File: src/rtl/pipe_stage_reg.sv
// ---------------------------------------------------------------------------
// pipe_stage_reg
//
// Parametrised pipeline boundary register with a valid/ready handshake and a
// two-entry skid buffer (main + skid).  It replaces fixed-field stage
// registers such as MEM/WB.  The main entry drives the outputs.  The control
// vector is forced to zero whenever the slot is invalid, so that an empty or
// flushed slot can never raise RegWrite or similar strobes downstream.
//
// Optional feature macro: PIPE_STAGE_REG_PERF_EN
//   When defined, the stall_cnt and flush_cnt saturating performance counter
//   ports are added.
//
// Ports:
//   clk        in   1       clock, all state updates on posedge
//   rst        in   1       synchronous active-high reset
//   flush      in   1       kill all held entries this cycle
//   in_valid   in   1       upstream slot valid
//   in_ready   out  1       stage can accept this cycle (no path from out_ready)
//   in_ctrl    in   CTRL_W  upstream control vector
//   in_data    in   DATA_W  upstream payload
//   out_valid  out  1       downstream slot valid
//   out_ready  in   1       downstream accepts this cycle
//   out_ctrl   out  CTRL_W  control vector, all zeros whenever out_valid=0
//   out_data   out  DATA_W  payload of main entry, holds last value when invalid
//   stall_cnt  out  CNT_W   (perf only) cycles with out_valid & ~out_ready
//   flush_cnt  out  CNT_W   (perf only) flush cycles that killed live entries
// ---------------------------------------------------------------------------
module pipe_stage_reg #(
    parameter int CTRL_W = 4,
    parameter int DATA_W = 85,
    parameter int CNT_W  = 32
) (
    input  logic              clk,
    input  logic              rst,
    input  logic              flush,
    input  logic              in_valid,
    output logic              in_ready,
    input  logic [CTRL_W-1:0] in_ctrl,
    input  logic [DATA_W-1:0] in_data,
    output logic              out_valid,
    input  logic              out_ready,
    output logic [CTRL_W-1:0] out_ctrl,
    output logic [DATA_W-1:0] out_data
`ifdef PIPE_STAGE_REG_PERF_EN
    ,
    output logic [CNT_W-1:0]  stall_cnt,
    output logic [CNT_W-1:0]  flush_cnt
`endif
);

    typedef enum logic [1:0] {
        S_EMPTY = 2'd0,
        S_ONE   = 2'd1,
        S_FULL  = 2'd2
    } state_t;

    state_t             r_state;
    state_t             w_state_next;
    logic [CTRL_W-1:0]  r_main_ctrl;
    logic [DATA_W-1:0]  r_main_data;
    logic [CTRL_W-1:0]  r_skid_ctrl;
    logic [DATA_W-1:0]  r_skid_data;

    logic w_out_valid;
    logic w_accept;
    logic w_take;
    logic w_ld_main_in;
    logic w_ld_main_skid;
    logic w_ld_skid;

    // in_ready depends only on reset and local state, never on out_ready.
    assign in_ready    = ~rst & (r_state != S_FULL);
    assign w_out_valid = (r_state != S_EMPTY);
    assign out_valid   = w_out_valid;
    assign out_data    = r_main_data;
    assign w_accept    = in_valid & in_ready;
    assign w_take      = w_out_valid & out_ready;

    // Bubble masking: the stored control vector may be stale after a take or
    // flush, so each bit is gated by valid on the way out.
    genvar gi;
    generate
        for (gi = 0; gi < CTRL_W; gi++) begin : g_ctrl_mask
            assign out_ctrl[gi] = r_main_ctrl[gi] & w_out_valid;
        end
    endgenerate

    always_comb begin
        w_state_next   = r_state;
        w_ld_main_in   = 1'b0;
        w_ld_main_skid = 1'b0;
        w_ld_skid      = 1'b0;
        if (flush) begin
            // Anything accepted this cycle is dropped along with held entries.
            w_state_next = S_EMPTY;
        end else begin
            case (r_state)
                S_EMPTY: begin
                    if (w_accept) begin
                        w_state_next = S_ONE;
                        w_ld_main_in = 1'b1;
                    end
                end
                S_ONE: begin
                    if (w_take && w_accept) begin
                        w_ld_main_in = 1'b1;
                    end else if (w_take) begin
                        w_state_next = S_EMPTY;
                    end else if (w_accept) begin
                        w_state_next = S_FULL;
                        w_ld_skid    = 1'b1;
                    end
                end
                S_FULL: begin
                    if (w_take) begin
                        w_state_next   = S_ONE;
                        w_ld_main_skid = 1'b1;
                    end
                end
                default: w_state_next = S_EMPTY;
            endcase
        end
    end

    always_ff @(posedge clk) begin
        if (rst) begin
            r_state     <= S_EMPTY;
            r_main_ctrl <= '0;
            r_main_data <= '0;
            r_skid_ctrl <= '0;
            r_skid_data <= '0;
        end else begin
            r_state <= w_state_next;
            if (w_ld_main_in) begin
                r_main_ctrl <= in_ctrl;
                r_main_data <= in_data;
            end else if (w_ld_main_skid) begin
                r_main_ctrl <= r_skid_ctrl;
                r_main_data <= r_skid_data;
            end
            if (w_ld_skid) begin
                r_skid_ctrl <= in_ctrl;
                r_skid_data <= in_data;
            end
        end
    end

`ifdef PIPE_STAGE_REG_PERF_EN
    logic [CNT_W-1:0] r_stall_cnt;
    logic [CNT_W-1:0] r_flush_cnt;

    // Both counters stick at all-ones; flush does not clear them.
    always_ff @(posedge clk) begin
        if (rst) begin
            r_stall_cnt <= '0;
            r_flush_cnt <= '0;
        end else begin
            if (w_out_valid && !out_ready && !(&r_stall_cnt)) begin
                r_stall_cnt <= r_stall_cnt + CNT_W'(1);
            end
            if (flush && (r_state != S_EMPTY) && !(&r_flush_cnt)) begin
                r_flush_cnt <= r_flush_cnt + CNT_W'(1);
            end
        end
    end

    assign stall_cnt = r_stall_cnt;
    assign flush_cnt = r_flush_cnt;
`else
    // Counter width only matters when the perf counters are built.
    generate
        if (CNT_W > 0) begin : g_no_perf
        end
    endgenerate
`endif

endmodule

File: config.mk
export PLATFORM = sky130hd
export DESIGN_NAME = pipe_stage_reg
export DESIGN_NICKNAME = d
export VERILOG_FILES = /design/src/rtl/pipe_stage_reg.sv
export SDC_FILE = /design/constraint.sdc
export NUM_CORES = 1
export LEC_CHECK = 0
export BUFFER_PORTS_ARGS = -buffer_cell sky130_fd_sc_hd__buf_2
export CORE_MARGIN = 2
export CORE_UTILIZATION = 60
export CTS_BUF_LIST = sky130_fd_sc_hd__clkbuf_4
export DETAILED_ROUTE_END_ITERATION = 16
export GPL_ROUTABILITY_DRIVEN = 1
export PLACE_DENSITY = 0.93
export SLEW_MARGIN = 5
export SYNTH_ARGS = -nofsm -noshare
export SYNTH_HDL_FRONTEND = slang
export SYNTH_SLANG_ARGS = --single-unit
File: constraint.sdc
create_clock -name clk -period 5.8 [get_ports clk]
set_clock_uncertainty 0.2 [all_clocks]
set_input_delay 0.87 -clock clk [delete_from_list [all_inputs] [get_ports clk]]
set_output_delay 0.87 -clock clk [all_outputs]
set_load 0.02 [all_outputs]
; ---- Word-level counts from Yosys, hierarchy flattened
; Index checks and enable logic that the tools add are counted.
[word_totals]
word_cells = 47
out_inout_bits = 91
inputBits = 94
reg_bits = 180
[op_classes]
n_mux = 21
n_reduce_logical = 6
eq_ne = 7
n_bitwise = 8
[op_table]
columns = cell, n
row1 = 85-bit two-way mux, 2
row2 = 1-bit two-way mux, 10
row3 = 2-bit two-way mux, 5
row4 = 4-bit two-way mux, 2
row5 = "2-bit inequality test, second input constant", 4
row6 = 1-bit AND, 7
row7 = 2-bit case mux with 3 select lines, 1
row8 = 4-bit AND reduction, 1
row9 = 2-bit nonzero test, 2
row10 = "3-bit inequality test, second input constant", 1
row11 = "2-bit by 1-bit == test with 1-bit output, second input constant", 1
row12 = "2-bit == test, second input constant", 1
row13 = 2-bit logical NOT, 1
row14 = 1-bit case mux with 2 select lines, 1
row15 = 2-bit OR reduction, 1
row16 = 1-bit logical AND, 1
row17 = 1-bit inverter, 1

; ---- Depth between registers and ports, before layout
[logic_depth]
ltp_word = 8
mapped_depth = 7

; ---- Worst setup path before layout
; Ideal clock, no wire load.
[synth_path]
kind = input to output
startpoint = in rst
endpoint = out in_ready
stages = 4
required_ns = 4.730
arrival_ns = 1.840
slack_ns = 2.890
path_cell_list = clkbuf_1 > clkbuf_1 > clkbuf_1 > nor2_1
[synth_via]
elab_chain_cells = 2
[synth_lines]
columns = item, line
row1 = start: declaration, 35  ; input logic rst,
row2 = 1-bit inverter, 73  ; assign in_ready = ~rst & (r_state != S_FULL);
row3 = 1-bit AND, 73
row4 = end: declaration, 38  ; output logic in_ready,
; Every way passes these cells.

; ---- Worst setup path in the final report
[layout_path]
startpoint = in out_ready
endpoint = reg r_main_data[59] (netlist: out_data[59])
[layout_via]
elab_chain_cells = 6
word_cells_on_any_way = 10
[layout_lines]
columns = item, line
row1 = start: declaration, 42  ; input logic out_ready,
row2 = 1-bit AND *, 78  ; assign w_take = w_out_valid & out_ready;
row3 = 1-bit logical AND, 106  ; if (w_take && w_accept) begin
row4 = 1-bit two-way mux, 106
row5 = 1-bit case mux with 2 select lines, 98  ; case (r_state)
row6 = 1-bit two-way mux, 94  ; if (flush) begin
row7 = 85-bit two-way mux or 2-bit nonzero test (tied branches), n/a
row8 = end signal: assignment, 137  ; r_main_data <= in_data;
row9 = end signal: assignment, 140  ; r_main_data <= r_skid_data;
row10 = end: declaration, 61  ; logic [DATA_W-1:0] r_main_data;
; Mark *: on every way between the ends. The rest lies on a longest branch, timed or not.
; A chain may end at the register's enable or synchronous reset.

==> results.py <==
metrics = {
    "floorplanning": {
        "die_height_um": 118.8,
        "die_x_um": 118.8,
        "start_util_pct": 62.14,
        "core.rowCount": 41,
        "pin_count": 185,
        "die_area_um2": 14110,
        "core_area_um2": 12720,
    },
    "power_and_ir_drop": {
        "p_int_w": 0.001662,
        "p_seq_share_pct": 57.4,
        "ir_drop_mv": 0.1566,
        "switching_share_pct": 26.19,
        "p_leak_nw": 3.231,
        "pwr-share-comb_pct": 11.5,
        "pwr-share-clk_pct": 31.0,
        "power_density_nw_per_um2": 253.6,
        "p_switching_w": 0.0005897,
        "finalPower_w": 0.002251,
    },
    "yosys": {
        "yosys_warnings": 0,
        "synth.most_common_cell": "dfxtp_1",
        "synth-edff-count": 0,
        "syn_avg_cell_area_um2": 8.428,
        "seq_area_frac_synth_pct": 45.58,
        "syn_inst": 938,
        "ys_top_cells_by_area": "dfxtp_1, a311oi_1, nand2_1, nor3_2, a21oi_1",
        "synth_cell_types": 28,
        "synthFlopType": "dfxtp_1",
        "async_flop_share_pct": 0,
        "synth_top_cell_area_share_pct": 45.58,
        "synth_nets": 1032,
        "ys_top_cells_by_count": "dfxtp_1, nand2_1, a21oi_1",
        "yosysTopAreaCell": "dfxtp_1",
        "syn-cell-area_um2": 7905,
        "synth_seq_cells": 180,
    },
    "critical_path": {
        "cp_max_fo": 90,
        "critPathRequiredTime_ns": 6.07,
        "path_class": "in -> reg",
        "cp.arrival_ns": 3.29,
        "worstPathCellList": "buf_2 > nand2b_4 > nand2_4 > a311oi_1",
        "critical_path.max_stage_delay_ns": 0.84,
        "critPathSlowestCell": "nand2_4",
        "startpoint_type": "input port",
        "cp-end-kind": "flop",
    },
    "drt": {
        "wl_met3_mm": 1.408,
        "detail-route-antenna-nets": 0,
        "totalWireLength_mm": 20.09,
        "drcViolationCount": 0,
        "viasPerCell": 6.105,
        "routed-wl-met2_mm": 9.700,
        "firstDrtPassIters": 7,
        "routedWlPerCell_um": 16.40,
        "dr.max_layer_used": "met4",
        "vias": 7479,
        "m1WireLength_mm": 8.616,
        "drtIter0Drc": 913,
    },
    "cts": {
        "numCtsBuffers": 17,
        "worstSkewPairLatency_ns": 0.57,
        "cts_max_path_buffers": 2,
        "clkSlewWorstSetupHoldPaths_ns": 0.13,
        "post_cts_buffers": 0,
        "htree_levels": 4,
        "postCtsResizedCells": 0,
        "cts_sinks": 180,
        "postCtsHoldBufs": 0,
        "cts-root-buf": "clkbuf_4",
        "cts_tree": "yes",
    },
    "grt": {
        "grt_pass1_wl_mm": 32.42,
        "antenna_found_initial": 2,
        "grt_max_degree": 95,
        "grt_pass1_vias": 6637,
        "track_usage_pct": 27.63,
        "gr-total-overflow": 0,
    },
    "placed_design": {
        "post-place-ws_ns": 2.213,
        "dpl.cell_count": 1195,
        "place_hpwl_mm": 11.72,
        "gp_congestion": 0.7926,
        "io_buffers": 184,
    },
    "sta": {
        "hold_slack_ns": 0.2696,
        "relSlewSlack_pct": 20.18,
        "slew_violations": 0,
        "rsz0062_at_grt": "false",
        "hold_viol_final": 0,
        "fin_ws_ns": 2.779,
        "setup_violations": 0,
        "period_needed_ns": 3.021,
        "worstMarginPinSlew_ns": 1.197,
        "max_clock_freq_mhz": 331.0,
        "fin_setup_tns_ns": 0,
        "period_share_pct": 52.09,
    },
    "worst_hold_path": {
        "holdCritPathClass": "reg -> reg",
    },
    "cells_and_area": {
        "fin_nets": 1136,
        "drive_gt1_share_pct": 27.76,
        "multi_input_area_um2": 3751,
        "regArea_um2": 3603,
        "fillers": 1052,
        "layout-area-overhead-vs-synth_pct": 12.28,
        "instances_no_fill": 1225,
    },
    "job": {
        "cap_violations": 0,
    },
    "status": {
        "status": "finished clean",
    },
}
-- cell type report --
class	count	share of cell area (%)
clock inverters	8	1.255
diodes	1	0.02819
clock buffers	21	1.776
inverters	1	0.04229
well taps	172	2.425
multi-input cells	647	42.26
repair buffers	195	11.62
flip-flops and latches	180	40.60
-- worst max-delay path, delay by kind of cell --
| family | cells | cell delay (ns) |
|---|---|---|
| AO/OA/AOI/OAI | 1 | 0.51 |
| AND/OR/NAND/NOR | 2 | 1.65 |
| buffers and inverters | 1 | 0.19 |
-- cell families (layout without fill, tap and decap cells) --
logic type      Yosys count  after routing  synth area share, %
simple gates            376            376                25.25
compound gates          270            270                21.49
flops                   180            180                45.58
buf+inv                 111            225                7.550
mux                       1              1               0.1266
other cells               0              1                    0
-- metal layers --
layer  global-route usage, %  vias up
met5                       0        -
met4                   9.524        0
met3                   5.357       30
met2                   43.86      325
met1                   37.63     3540
li1                        -     3584
-- per-stage QoR --
step,area [um^2],utilization (%)
finish,8876,69.77
global route,8876,69.77
CTS,8874,69.75
detailed placement,8605,67.63
global placement,8605,67.63
floorplan,7905,-
-- layout by cell type, fill, tap and decap left out, types with 21 or more instances in the layout --
cell type	n
nor3_2	60
a21oi_1	91
nand2_1	179
a311oi_1	89
buf_2	183
dfxtp_1	180
nand3_1	89
o21ai_0	49
o21ai_1	37
nor3_1	29
clkbuf_4	21
-- path summary, 6_finish.rpt --
| kind | startpoint | to | slack [ns] | cells past startpoint |
|---|---|---|---|---|
| max | out_ready | out_data[59] | 2.78 | 4 |
| min | r_skid_data[8] | out_data[8] | 0.27 | 2 |
| max reg2reg | r_state[0] | out_data[59] | 2.91 | 3 |
| min reg2reg | r_skid_data[8] | out_data[8] | 0.27 | 2 |
-- state kept, by name, indices dropped and copies added (netlist names) --
name	count
r_main_ctrl	4
r_state	2
r_skid_data	85
r_skid_ctrl	4
out_data	85
-- power groups by stage --
stage	sequential (W)	combinational, W	clock [W]
CTS	0.00129	0.000259	0.000706
global route	0.00130	0.000279	0.000760
detailed placement	0.00132	0.000258	0
finish	0.00129	0.000259	0.000699
floorplan	0.00135	0.000124	0
global placement	0.00132	0.000254	0
No activity file was read; power rests on OpenSTA's default activity.
